$ cat src/rtl/paddle_move_scheduler.sv
// Round-robin delay-timer arbiter and saturating position keeper for two pong paddles.
// Define PADDLE_SCHED_FIXED_PRIORITY_EN to make paddle 0 always win simultaneous requests.
module paddle_move_scheduler #(
    parameter int unsigned DELAY_CYCLES = 500000,
    parameter int unsigned CNT_W        = 20,
    parameter int unsigned Y_W          = 10,
    parameter int unsigned STEP         = 4,
    parameter int unsigned Y_MIN        = 0,
    parameter int unsigned Y_MAX        = 400,
    parameter int unsigned Y_RESET      = 200
) (
    input  logic           CLK_100MHz,
    input  logic           Reset,
    input  logic [1:0]     delay_req,
    input  logic [1:0]     moveUp,
    input  logic [1:0]     moveDown,
    output logic [1:0]     done,
    output logic           grant,
    output logic           busy,
    output logic [Y_W-1:0] paddle_y0,
    output logic [Y_W-1:0] paddle_y1
);

    localparam int unsigned      YW1     = Y_W + 1;
    localparam logic [CNT_W-1:0] C_LOAD  = CNT_W'(DELAY_CYCLES - 1);
    localparam logic [YW1-1:0]   C_STEP  = YW1'(STEP);
    localparam logic [YW1-1:0]   C_MIN   = YW1'(Y_MIN);
    localparam logic [YW1-1:0]   C_MAX   = YW1'(Y_MAX);
    localparam logic [Y_W-1:0]   C_RESET = Y_W'(Y_RESET);

    typedef enum logic [1:0] {
        S_IDLE  = 2'd0,
        S_COUNT = 2'd1,
        S_DONE  = 2'd2
    } state_t;

    state_t           r_state;
    state_t           w_state_nxt;
    logic [CNT_W-1:0] r_cnt;
    logic [CNT_W-1:0] w_cnt_nxt;
    logic             r_grant;
    logic             w_grant_nxt;
    logic [1:0]       r_done;
    logic [1:0]       w_done_nxt;
    logic             r_busy;
    logic             w_busy_nxt;
    logic [Y_W-1:0]   r_y0;
    logic [Y_W-1:0]   r_y1;
    logic [Y_W-1:0]   w_y0_nxt;
    logic [Y_W-1:0]   w_y1_nxt;
    logic             w_winner;
    logic [Y_W-1:0]   w_y_cur;
    logic [YW1-1:0]   w_y_ext;
    logic [YW1-1:0]   w_y_dec;
    logic [YW1-1:0]   w_y_inc;
    logic             w_up;
    logic             w_dn;
    logic [Y_W-1:0]   w_y_moved;

`ifdef PADDLE_SCHED_FIXED_PRIORITY_EN
    // Paddle 1 only wins when paddle 0 is not requesting.
    assign w_winner = ~delay_req[0];
`else
    logic r_rr;
    logic w_rr_nxt;

    assign w_winner = (&delay_req) ? r_rr : delay_req[1];
`endif

    // Saturating step for the granted paddle; extra bit exposes borrow/carry.
    always_comb begin
        w_y_cur   = r_grant ? r_y1 : r_y0;
        w_up      = moveUp[r_grant];
        w_dn      = moveDown[r_grant];
        w_y_ext   = {1'b0, w_y_cur};
        w_y_dec   = w_y_ext - C_STEP;
        w_y_inc   = w_y_ext + C_STEP;
        w_y_moved = w_y_cur;
        if (w_up && !w_dn) begin
            w_y_moved = (w_y_dec[Y_W] || (w_y_dec < C_MIN)) ? C_MIN[Y_W-1:0] : w_y_dec[Y_W-1:0];
        end else if (w_dn && !w_up) begin
            w_y_moved = (w_y_inc > C_MAX) ? C_MAX[Y_W-1:0] : w_y_inc[Y_W-1:0];
        end
    end

    always_ff @(posedge CLK_100MHz or posedge Reset) begin
        if (Reset) begin
            r_state <= S_IDLE;
            r_cnt   <= '0;
            r_grant <= 1'b0;
            r_done  <= 2'b00;
            r_busy  <= 1'b0;
            r_y0    <= C_RESET;
            r_y1    <= C_RESET;
`ifndef PADDLE_SCHED_FIXED_PRIORITY_EN
            r_rr    <= 1'b0;
`endif
        end else begin
            r_state <= w_state_nxt;
            r_cnt   <= w_cnt_nxt;
            r_grant <= w_grant_nxt;
            r_done  <= w_done_nxt;
            r_busy  <= w_busy_nxt;
            r_y0    <= w_y0_nxt;
            r_y1    <= w_y1_nxt;
`ifndef PADDLE_SCHED_FIXED_PRIORITY_EN
            r_rr    <= w_rr_nxt;
`endif
        end
    end

    always_comb begin
        w_state_nxt = r_state;
        case (r_state)
            S_IDLE:  if (|delay_req) w_state_nxt = S_COUNT;
            S_COUNT: if (r_cnt == '0) w_state_nxt = S_DONE;
            S_DONE:  w_state_nxt = S_IDLE;
            default: w_state_nxt = S_IDLE;
        endcase
    end

    // Next values of the registered outputs and datapath.
    always_comb begin
        w_cnt_nxt   = r_cnt;
        w_grant_nxt = r_grant;
        w_done_nxt  = 2'b00;
        w_busy_nxt  = (w_state_nxt != S_IDLE);
        w_y0_nxt    = r_y0;
        w_y1_nxt    = r_y1;
`ifndef PADDLE_SCHED_FIXED_PRIORITY_EN
        w_rr_nxt    = r_rr;
`endif
        case (r_state)
            S_IDLE: begin
                if (|delay_req) begin
                    w_grant_nxt = w_winner;
                    w_cnt_nxt   = C_LOAD;
                end
            end
            S_COUNT: begin
                if (r_cnt != '0) begin
                    w_cnt_nxt = r_cnt - CNT_W'(1);
                end else begin
                    w_done_nxt = r_grant ? 2'b10 : 2'b01;
                end
            end
            S_DONE: begin
`ifndef PADDLE_SCHED_FIXED_PRIORITY_EN
                w_rr_nxt = ~r_grant;
`endif
                if (r_grant) begin
                    w_y1_nxt = w_y_moved;
                end else begin
                    w_y0_nxt = w_y_moved;
                end
            end
            default: begin
                w_cnt_nxt = '0;
            end
        endcase
    end

    assign done      = r_done;
    assign grant     = r_grant;
    assign busy      = r_busy;
    assign paddle_y0 = r_y0;
    assign paddle_y1 = r_y1;

endmodule

$ cat config.mk
export PLATFORM = sky130hd
export DESIGN_NAME = paddle_move_scheduler
export DESIGN_NICKNAME = d
export VERILOG_FILES = /design/src/rtl/paddle_move_scheduler.sv
export SDC_FILE = /design/constraint.sdc
export NUM_CORES = 1
export LEC_CHECK = 0
export BUFFER_PORTS_ARGS = -buffer_cell sky130_fd_sc_hd__buf_2
export CAP_MARGIN = 40
export CORE_ASPECT_RATIO = 0.75
export CORE_MARGIN = 2
export CORE_UTILIZATION = 30
export CTS_CLUSTER_DIAMETER = 100
export DETAILED_ROUTE_END_ITERATION = 8
export HOLD_SLACK_MARGIN = 0.12
export SETUP_SLACK_MARGIN = 0.3
export SYNTH_ARGS = -nofsm -noshare
export SYNTH_HDL_FRONTEND = slang
export SYNTH_SLANG_ARGS = --single-unit
$ cat constraint.sdc
create_clock -name CLK_100MHz -period 5.8 [get_ports CLK_100MHz]
set_clock_uncertainty 0.2 [all_clocks]
set_input_delay 0 -clock CLK_100MHz [delete_from_list [all_inputs] [get_ports CLK_100MHz]]
set_output_delay 0 -clock CLK_100MHz [all_outputs]
set_load 0.01 [all_outputs]
==> qor.yml, run 1 <==
pwr:
  leakage_uw: 0.00150
  pwr-share-seq: 0.461
  internal-power_uw: 679
  ir_worst_vdd_mv: 0.105
  switchingPower_uw: 364
  pwr-share-comb: 0.256
  clock_power_share: 0.283
  p_sw_frac: 0.349
  power_density_mw_per_mm2: 290
cells_and_area:
  final_util: 0.353
  n_fill_cell: 1074
  diodes: 0
  final_layout_size_suffix_gt1_frac: 0.146
  nets: 409
  areaGrowthSynthToFinish_pct: 15.8
logic_synthesis:
  avgSynthCellArea_um2: 8.51
  synth.yosys.seq_area_share: 0.381
  synth_edf_count: 0
  synthMostInstantiatedCell: "nand2_1"
  synth_warnings: 0
  synth_cells: 365
  ys_top_cells_by_area: "dfrtp_1 (33%), nand2_1 (5.3%), dfstp_2 (5.1%), nor2_1 (4.6%), o21ai_0 (4.0%)"
  synth.cell_area_mm2: 0.00311
  synth_area_leader_cell: "dfrtp_1"
  yosys-top-cells-count: "nand2_1 (44), dfrtp_1 (41), nor2_1 (38)"
  postSynth.topFlopCell: "dfrtp_1"
  synth.top_cell.area_share: 0.330
  asyncSetResetFlopFracSynth: 1.00
  yosys_register_bits: 47
  synth_cell_type_count: 63
  synth_fp_nets: 378
route:
  drtPass1Iterations: 5
  postRouteWirelength_um: 8290
  post-route-drc-count: 0
  drt-initial-drc-count: 282
  route.detailed.wl_per_inst_um: 15.5
  drt.antenna.violating_nets: 0
  vias: 2858
  viasPerCell: 5.36
global_route:
  grt_max_degree: 34
  vias_in_the_first_global_route: 2687
  globalRoute.totalOverflow: 0
  grt_first_pass_wirelength_um: 13900
  track_usage: 0.153
  grt_antenna_before_repair: 0
floorplanning:
  die_y_um: 92.1
  initial_util: 0.305
  die_area_mm2: 0.0112
  die_w_um: 121
  std_cell_rows: 32
  core_region_area_mm2: 0.0102
  floorplan.io_pins: 32
critical_path:
  worst-endpoint-required_ps: 5840
  slowest_cell_on_the_critical_path: "dfrtp_1"
  reg2reg_setup_slack_ps: 1920
  timing.critical_path.buf_inv: 2
  setup.worst_path.start_class: "flop"
  cp-end-kind: "flop"
  critical_path.top_delay_family: "compound AO/OA/AOI/OAI gates"
  criticalPathCategory: "flop to flop"
  r2r_start: "grant$_DFFE_PP0P_"
  critical_path.max_fanout: 27
  worstPathCellList: "buf_4 > mux2i_1 > inv_1 > ha_1 > o311ai_0 > nor3b_1 > nor4_1 > a32oi_1 > o21bai_2 > o221a_2"
  crit_start: "grant$_DFFE_PP0P_"
  worst_ep_arrival_time_ps: 3910
  worst_path_largest_cell_delay_ps: 680
timing:
  maxSlewHeadroom: 0.430
  final.min_clock_period_ps: 3880
  drv_slew: 0
  rsz0062_at_grt: "false"
  hold_viol_final: 0
  worst-slew-pin-transition_ps: 853
  fmax_mhz: 258
  final.setup.tns_ps: 0
  setup_viol_count_final: 0
  final_min_period_over_clock_period: 0.668
place:
  dp.final_hpwl_um: 6040
  place.gp.congestion: 0.903
  place.port_buffers: 31
cts:
  cts_tree: "yes"
  cts.path.max_buffers: 2
  cts_buffers: 5
  path_clk_slew_ps: 70
  cts.htree.levels: 2
  ctsRootBufferMaster: "clkbuf_16"
  post_cts_buffers: 0
  cts_sinks: 47
  clock_latency_ps: 290
worst_hold_path:
  timing.hold.worst.start: "moveUp[1]"
  holdCritPathClass: "primary input to flop"
flow_run:
  drv_cap: 0
outcome:
  outcome: "completed"
## path summary, 6_finish.rpt
kind | to | cells past startpoint
worst max-delay path | paddle_y1[7]$_DFFE_PP1P_ | 10
worst min-delay path | paddle_y1[6]$_DFFE_PP1P_ | 4
worst max register to register | paddle_y1[7]$_DFFE_PP1P_ | 10
worst min register to register | r_cnt[18]$_DFFE_PP0P_ | 1
max in group asynchronous | paddle_y1[7]$_DFFE_PP1P_ | 5
min in group asynchronous | paddle_y1[0]$_DFFE_PP0P_ | 4
## power by group through the flow
stage	Clock (uW)	Combinational (uW)	Sequential, uW
floorplan	0	219	459
global placement	0	253	478
detailed placement	0	262	482
CTS	302	267	478
global route	313	301	491
finish	295	268	481
## per-layer routing
metal | global-route usage | vias up | part of all wire
li1 | - | 1398 | -
met3 | 0.0180 | 7 | 0.048
met2 | 0.225 | 76 | 0.43
met5 | 0 | - | 0
met1 | 0.232 | 1377 | 0.51
met4 | 0.0431 | 0 | 0.0098
## tightest hold or removal path, cell delays in order
cell and delay, ps:
buf_2 130, a32oi_1 300, o31ai_1 170, a31oi_1 100
## placed cells by master, fill, tap and decap left out, types with 3 or more instances in the layout
cell / netlist / layout
clkbuf_16: 0 / 5
buf_2: 5 / 32
o22a_1: 5 / 5
nor2b_1: 4 / 4
nor4_1: 9 / 9
a21oi_1: 15 / 15
a22o_1: 8 / 8
nand2b_1: 11 / 11
o21ai_0: 25 / 25
o21a_1: 4 / 4
o31a_1: 3 / 3
nand3_1: 12 / 12
xor2_1: 6 / 6
a31oi_1: 6 / 6
xnor2_1: 11 / 11
o31ai_1: 4 / 4
dfrtp_1: 41 / 41
inv_1: 10 / 9
ha_1: 5 / 5
nor2_1: 38 / 38
and2_1: 4 / 4
nor3_1: 15 / 15
nand2_1: 44 / 44
mux2i_1: 9 / 9
dfstp_2: 6 / 6
dlygate4sd3_1: 0 / 6
o32ai_1: 3 / 3
nor3b_1: 3 / 3
## kinds of logic after synthesis
family,count (synthesis),synth area share
XOR/XNOR,17,0.0479
AO/OA/AOI/OAI,101,0.227
adder cells (fa/ha/maj),5,0.0201
buffers and inverters,29,0.0407
multiplexers,9,0.0290
flip-flops,47,0.381
AND/OR/NAND/NOR,157,0.254
## through the flow
stage | area, um2 | setup slack, ps | hold slack (ps) | power [uW] | cells
floorplan | 3110 | 2790 | -103 | 678 | 365
global placement | 3360 | 2170 | 57.8 | 731 | 516
detailed placement | 3390 | 1980 | -199 | 744 | 519
CTS | 3590 | 1980 | 192 | 1050 | 533
global route | 3590 | 1540 | 255 | 1110 | 533
finish | 3590 | 1920 | 212 | 1040 | 533
## timing repair
action,4_1_cts,5_1_grt
resized for setup,0,0
hold endpoints to repair,52,0
hold buffers,6,0
## area by class of cell
| cell class | instances | area, um2 | share of cell area |
|---|---|---|---|
| Inverter | 11 | 41.3 | 0.0115 |
| Sequential cell | 47 | 1180 | 0.329 |
| Tap cell | 136 | 170 | 0.0473 |
| Timing Repair Buffer | 42 | 259 | 0.0720 |
| Clock buffer | 6 | 129 | 0.0359 |
| Clock inverter | 2 | 16.3 | 0.00452 |
| Multi-Input combinational cell | 289 | 1800 | 0.499 |
## sequential cells by signal (all words and copies together) (netlist names)
register	count
busy	1
done	2
grant	1
paddle_y0	10
paddle_y1	10
r_cnt	20
r_rr	1
r_state	2
(Power assumes the default switching activity.)
==> inputs of run 2 (changes only) <==
- clock period: 5.8 -> 3.85 ns (I/O delays scaled with it)
==> run 2 against run 1 <==
  * Combinational power rose by 57%
  * Wire length is 1.9% higher
  * Sequential power is 48% higher
  * Critical path type unchanged
  * Highest routed layer unchanged
==> qor.yml, run 2 (synthesis results as in run 1) <==
global_route:
  grt_first_pass_wirelength_um: 13900  # about the same
  grtUsageMet2: 0.220  # -0.00515
  busiest_layer: "met1"
  grt_max_degree: 32  # -5.9%
  track_usage: 0.155  # +0.00217
  vias_in_the_first_global_route: 2712  # +0.93%
  globalRoute.totalOverflow: 0  # unchanged
  grt_use_met3: 0.0280  # +0.00995
  groute.layer.met1.usage: 0.236  # +0.00373
  grt_antenna_before_repair: 0  # unchanged
floorplanning:
  floorplan.io_pins: 32  # unchanged
  std_cell_rows: 32  # unchanged
  core_region_area_mm2: 0.0102  # unchanged
  initial_util: 0.305  # unchanged
  die_area_mm2: 0.0112  # unchanged
  die_y_um: 92.1  # unchanged
  die_w_um: 121  # unchanged
critical_path:
  worst-endpoint-required_ps: 3880  # -1960 ps
  cp-end-kind: "flop"
  worst_r2r_path_depth: 10  # unchanged
  criticalPathCategory: "flop to flop"
  critical_path.max_fanout: 11  # -59%
  setup.worst_path.start_class: "flop"
  r2r_start: "grant$_DFFE_PP0P_"
  reg2reg_setup_slack_ps: 620  # -1300 ps
  worst_ep_arrival_time_ps: 3260  # -650 ps
  regToRegEndpoint: "paddle_y1[7]$_DFFE_PP1P_"
timing:
  setup_viol_count_final: 0  # unchanged
  worst-slew-pin-transition_ps: 868  # +15.7 ps
  finalWorstSetupSlack_ps: 624  # -1300 ps
  final.setup.tns_ps: 0  # unchanged
  final.min_clock_period_ps: 3230  # -650 ps
  fmax_mhz: 310  # +20%
  maxSlewHeadroom: 0.419  # -0.0105
  drv_slew: 0  # unchanged
  final_min_period_over_clock_period: 0.838  # +0.170
  hold_viol_final: 0  # unchanged
  rsz0062_at_grt: "false"
cts:
  cts_sinks: 47  # unchanged
  clock_latency_ps: 290  # about the same
  path_clk_slew_ps: 70  # about the same
  ctsRootBufferMaster: "clkbuf_16"
  cts.path.max_buffers: 2  # unchanged
  cts_resized: 0  # unchanged
  cts.htree.levels: 2  # unchanged
  cts_buffers: 5  # unchanged
  cts_tree: "yes"
outcome:
  outcome: "completed"
worst_hold_path:
  worstHoldEndpoint: "paddle_y1[1]$_DFFE_PP0P_"
  timing.hold.worst.start: "moveUp[1]"
  holdCritPathClass: "primary input to flop"
  hold_depth: 5  # +1
cells_and_area:
  areaGrowthSynthToFinish_pct: 18.2
  layout.area.seq_mm2: 0.00118  # unchanged
  mostFrequentLayoutCell: "nand2_1"
  stdcell_count: 538  # +0.94%
  regMostFlops: "r_cnt"
  largest_reg_flops: 20  # unchanged
  n_fill_cell: 1075  # +0.093%
  final_util: 0.361  # +0.00751
  multiInputGateArea_mm2: 0.00180  # unchanged
  final_layout_size_suffix_gt1_frac: 0.159  # +0.0131
  most-common-layout-cells: "nand2_1 (44), dfrtp_1 (41), nor2_1 (38)"
  diodes: 0  # unchanged
  nets: 414  # +1.2%
route:
  post-route-drc-count: 0  # unchanged
  vias: 2918  # +2.1%
  drt-initial-drc-count: 251  # -11%
  drtPass1Iterations: 5  # unchanged
  postRouteWirelength_um: 8440  # +1.9%
  drt.antenna.violating_nets: 0  # unchanged
  viasPerCell: 5.42  # +1.2%
  route.detailed.wl_per_inst_um: 15.7  # +0.92%
pwr:
  pwr-share-comb: 0.254  # -0.002
  clock_power_share: 0.316  # +0.033
  leakage_uw: 0.00154  # +3.2%
  ir_worst_vdd_mv: 0.222  # +110%
  internal-power_uw: 1110  # +64%
  switchingPower_uw: 544  # +49%
  post-layout-total-power_uw: 1660  # +59%
  p_sw_frac: 0.328  # -0.0210
  power_density_mw_per_mm2: 451  # +55%
  pwr-share-seq: 0.430  # -0.031
flow_run:
  drv_cap: 0  # unchanged
place:
  dp.final_hpwl_um: 6110  # +1.1%
  dpl_worst_slack_ps: 670  # -1310 ps
  place.gp.congestion: 0.877  # -2.9%
  place.detailed.instances: 523  # +0.77%
  place.port_buffers: 31  # unchanged
==> run 2: through the flow <==
stage	instance area [um2]	hold slack (ps)
floorplan	3110	-103
global route	3670	229
global placement	3400	79.7
detailed placement	3420	-194
CTS	3670	197
finish	3670	218
==> run 2: layout make-up <==
class	count	area share
well taps	136	0.0464
clock buffers	6	0.0378
repair buffers	47	0.0825
clock inverters	2	0.0106
multi-input cells	289	0.489
inverters	11	0.0112
flip-flops and latches	47	0.322
==> run 2: worst max path at each step <==
| stage | start | end | slack (ps) | cells past startpoint |
|---|---|---|---|---|
| final | grant$_DFFE_PP0P_ | paddle_y1[7]$_DFFE_PP1P_ | 620 | 10 |
| after global routing | grant$_DFFE_PP0P_ | paddle_y1[7]$_DFFE_PP1P_ | 420 | 10 |
| after CTS | r_cnt[3]$_DFFE_PP0P_ | r_cnt[17]$_DFFE_PP0P_ | 660 | 8 |
| after detailed placement | r_cnt[3]$_DFFE_PP0P_ | r_cnt[17]$_DFFE_PP0P_ | 670 | 8 |
| after global placement | r_cnt[3]$_DFFE_PP0P_ | r_cnt[17]$_DFFE_PP0P_ | 710 | 8 |
| after floorplan | grant$_DFFE_PP0P_ | paddle_y0[8]$_DFFE_PP0P_ | 840 | 11 |
==> run 2: timing repair <==
action,CTS,global route
setup buffers,0,0
hold buffers,7,0
setup endpoints to repair,0,0
endpoints found under the hold margin,52,0
==> run 2: layer usage <==
layer / vias up / part of all wire / wire length, um
li1: 1409 / - / -
met1: 1423 / 0.50 / 4250
met2: 80 / 0.43 / 3650
met3: 6 / 0.056 / 475
met4: 0 / 0.0075 / 63
met5: - / 0 / 0
==> run 2: worst max-delay path, cell delays in order, from the launching register on <==
cell	delay, ps
dfrtp_1	440
mux2i_1	370
inv_1	120
ha_1	210
buf_4	170
o311ai_0	110
nor3b_1	90
nor4_1	480
a32oi_1	220
o21bai_2	490
o221a_2	280
==> run 2: power by group through the flow <==
stage / Combinational, uW / Clock [uW] / Sequential (uW)
finish: 421 / 524 / 712
global route: 479 / 555 / 730
CTS: 422 / 541 / 711
detailed placement: 410 / 0 / 717
global placement: 395 / 0 / 714
floorplan: 330 / 0 / 691
==> inputs of run 3 (changes only) <==
- clock period: 3.85 -> 2.9 ns (I/O delays scaled with it)
==> run 3 against run 2 <==
  * First-iteration DRC count up 34%
  * Wire length grew 17%
  * Non-clock buffer count grew 37
  * Worst setup slack got worse by 360 ps
  * Clock-buffer cell count shrank 1
  * Sequential power is 34% higher
  * Largest power group unchanged
  * Largest cell class unchanged
  * Register-to-register slack worse by 360 ps
==> qor.yml, run 3 (synthesis results as in run 1) <==
outcome:
  outcome: "completed"
cts:
  cts_sinks: 47  # unchanged
  cts_buffers: 5  # unchanged
  ctsRootBufferMaster: "clkbuf_16"
  cts_tree: "yes"
  cts.htree.levels: 2  # unchanged
  clock_latency_ps: 300  # about the same
  cts.path.max_buffers: 2  # unchanged
  path_clk_slew_ps: 80  # about the same
critical_path:
  slowest_cell_on_the_critical_path: "dfrtp_2"
  worst_ep_arrival_time_ps: 2670  # -590 ps
  cp-end-kind: "flop"
  reg2reg_setup_slack_ps: 270  # -360 ps
  worstPathCellList: "mux2i_4 > inv_2 > ha_4 > buf_4 > nand4b_1 > nand2_1 > a32oi_4 > o211ai_1 > buf_4 > a21oi_2"
  worst_r2r_path_depth: 10  # unchanged
  critical_path.most_common_cell: "buf_4"
  worst-endpoint-required_ps: 2930  # -950 ps
  r2r_start: "grant$_DFFE_PP0P_"
  worst_path_largest_cell_delay_ps: 490  # about the same
  regToRegEndpoint: "paddle_y0[3]$_DFFE_PP1P_"
  setup.worst_path.start_class: "flop"
  critical_path.max_fanout: 9  # -2
  criticalPathCategory: "flop to flop"
cells_and_area:
  stdcell_count: 576  # +7.1%
  nets: 452  # +9.2%
  final_util: 0.422  # +0.0605
  mostFrequentLayoutCell: "nand2_1"
  diodes: 0  # unchanged
  regMostFlops: "r_cnt"
  final_layout_size_suffix_gt1_frac: 0.314  # +0.154
  most-common-layout-cells: "nand2_1 (43), dfrtp_1 (40), nor2_1 (38), buf_4 (38), buf_2 (32)"
  final_instance_area_mm2: 0.00429  # +17%
  largest_reg_flops: 20  # unchanged
  areaGrowthSynthToFinish_pct: 38.0
place:
  place.gp.congestion: 0.980  # +12%
  place.port_buffers: 31  # unchanged
  dp.final_hpwl_um: 6640  # +8.6%
  place.detailed.instances: 541  # +3.4%
  placed_inst_area_mm2: 0.00365  # +6.7%
pwr:
  pwr-share-comb: 0.325  # +0.071
  p_sw_frac: 0.356  # +0.0273
  leakage_uw: 0.00177  # +15%
  clock_power_share: 0.267  # -0.049
  pwr-share-seq: 0.408  # -0.022
  internal-power_uw: 1510  # +35%
  power_density_mw_per_mm2: 546  # +21%
  ir_worst_vdd_mv: 0.259  # +17%
  switchingPower_uw: 832  # +53%
global_route:
  grt_max_degree: 35  # +9.4%
  grt_antenna_before_repair: 0  # unchanged
  globalRoute.totalOverflow: 0  # unchanged
  track_usage: 0.169  # +0.0142
  grt_first_pass_wirelength_um: 15000  # +8.2%
  vias_in_the_first_global_route: 2849  # +5.1%
floorplanning:
  initial_util: 0.305  # unchanged
  std_cell_rows: 32  # unchanged
  die_area_mm2: 0.0112  # unchanged
  die_y_um: 92.1  # unchanged
  floorplan.io_pins: 32  # unchanged
  core_region_area_mm2: 0.0102  # unchanged
  die_w_um: 121  # unchanged
timing:
  rsz0062_at_grt: "true"
  final.min_clock_period_ps: 2630  # -595 ps
  maxSlewHeadroom: 0.657  # +0.238
  fmax_mhz: 380  # +23%
  setup_viol_count_final: 0  # unchanged
  drv_slew: 0  # unchanged
  final_min_period_over_clock_period: 0.907  # +0.0694
  final.setup.tns_ps: 0  # unchanged
  fin_hold_ws_ps: 136  # -82.6 ps
  worst-slew-pin-transition_ps: 514  # -354 ps
  hold_viol_final: 0  # unchanged
route:
  viasPerCell: 5.47  # +0.83%
  post-route-drc-count: 0  # unchanged
  drt-initial-drc-count: 336  # +34%
  vias: 3150  # +8.0%
  route.detailed.wl_per_inst_um: 17.1  # +9.0%
  postRouteWirelength_um: 9850  # +17%
  drt.antenna.violating_nets: 0  # unchanged
  drtPass1Iterations: 5  # unchanged
flow_run:
  drv_cap: 0  # unchanged
worst_hold_path:
  timing.hold.worst.start: "moveUp[0]"
  hold_depth: 5  # unchanged
  worstHoldEndpoint: "paddle_y1[6]$_DFFE_PP1P_"
  holdCritPathClass: "primary input to flop"
==> run 3: cell count changes in the layout (fill, tap and decap cells not counted), moves of 3 or more <==
cell and change:
inv_1 -4, ha_1 -3, a21oi_1 -3, nor4_4 +3, o21ai_0 -8, ha_4 +3
o21ai_1 +5, buf_4 +31, inv_2 +3, buf_6 +5
==> run 3: critical path: cells and delay by family, from the launching register on <==
family	cells	cell delay, ps
AO/OA/AOI/OAI	3	710
flip-flops	1	490
buffers and inverters	3	440
multiplexers	1	290
AND/OR/NAND/NOR	2	260
adder cells (fa/ha/maj)	1	180
==> run 3: metal layers <==
metal	vias to the layer above	part of all wire	routed length (um)	global-route usage
li1	1488	-	-	-
met1	1538	0.48	4720	0.250
met2	109	0.43	4250	0.239
met3	15	0.078	772	0.0504
met4	0	0.011	107	0.0393
met5	-	0	0	0
==> run 3: final cells by class <==
class	count	area, um2
Fill cell	976	5880
Multi-Input combinational cell	290	2100
Sequential cell	47	1180
Timing Repair Buffer	84	637
Tap cell	136	170
Clock buffer	5	125
Inverter	11	43.8
Clock inverter	3	27.5
==> run 3: worst max-delay path by stage <==
| stage | slack (ps) | end | start | cells after the start |
|---|---|---|---|---|
| floorplan | 290 | r_cnt[8]$_DFFE_PP0P_ | r_cnt[3]$_DFFE_PP0P_ | 9 |
| global placement | 220 | r_cnt[19]$_DFFE_PP0P_ | r_cnt[4]$_DFFE_PP0P_ | 7 |
| detailed placement | 120 | r_cnt[19]$_DFFE_PP0P_ | r_cnt[4]$_DFFE_PP0P_ | 7 |
| CTS | 290 | r_cnt[19]$_DFFE_PP0P_ | r_cnt[4]$_DFFE_PP0P_ | 7 |
| global route | 190 | paddle_y1[3]$_DFFE_PP1P_ | grant$_DFFE_PP0P_ | 10 |
| finish | 270 | paddle_y0[3]$_DFFE_PP1P_ | grant$_DFFE_PP0P_ | 10 |
==> run 3: power by group through the flow <==
stage               combinational, uW  sequential (uW)  clock [uW]
floorplan                         458              919           0
global placement                  575              945           0
detailed placement                591              947           0
CTS                               623              947         634
global route                      832              974         662
finish                            761              954         624
==> run 3: repair_timing <==
action,in CTS,in global routing
pin swaps,6,29
endpoints found under the hold margin,57,0
resized for setup,14,40
endpoints found under the setup margin,31,38
hold buffers,5,0
cloned,1,2
buffers inserted,2,17
==> run 3: metrics by stage <==
stage	setup slack, ps	total power, uW
floorplan	286	1380
global placement	217	1520
detailed placement	123	1540
CTS	286	2210
global route	194	2470
finish	269	2340
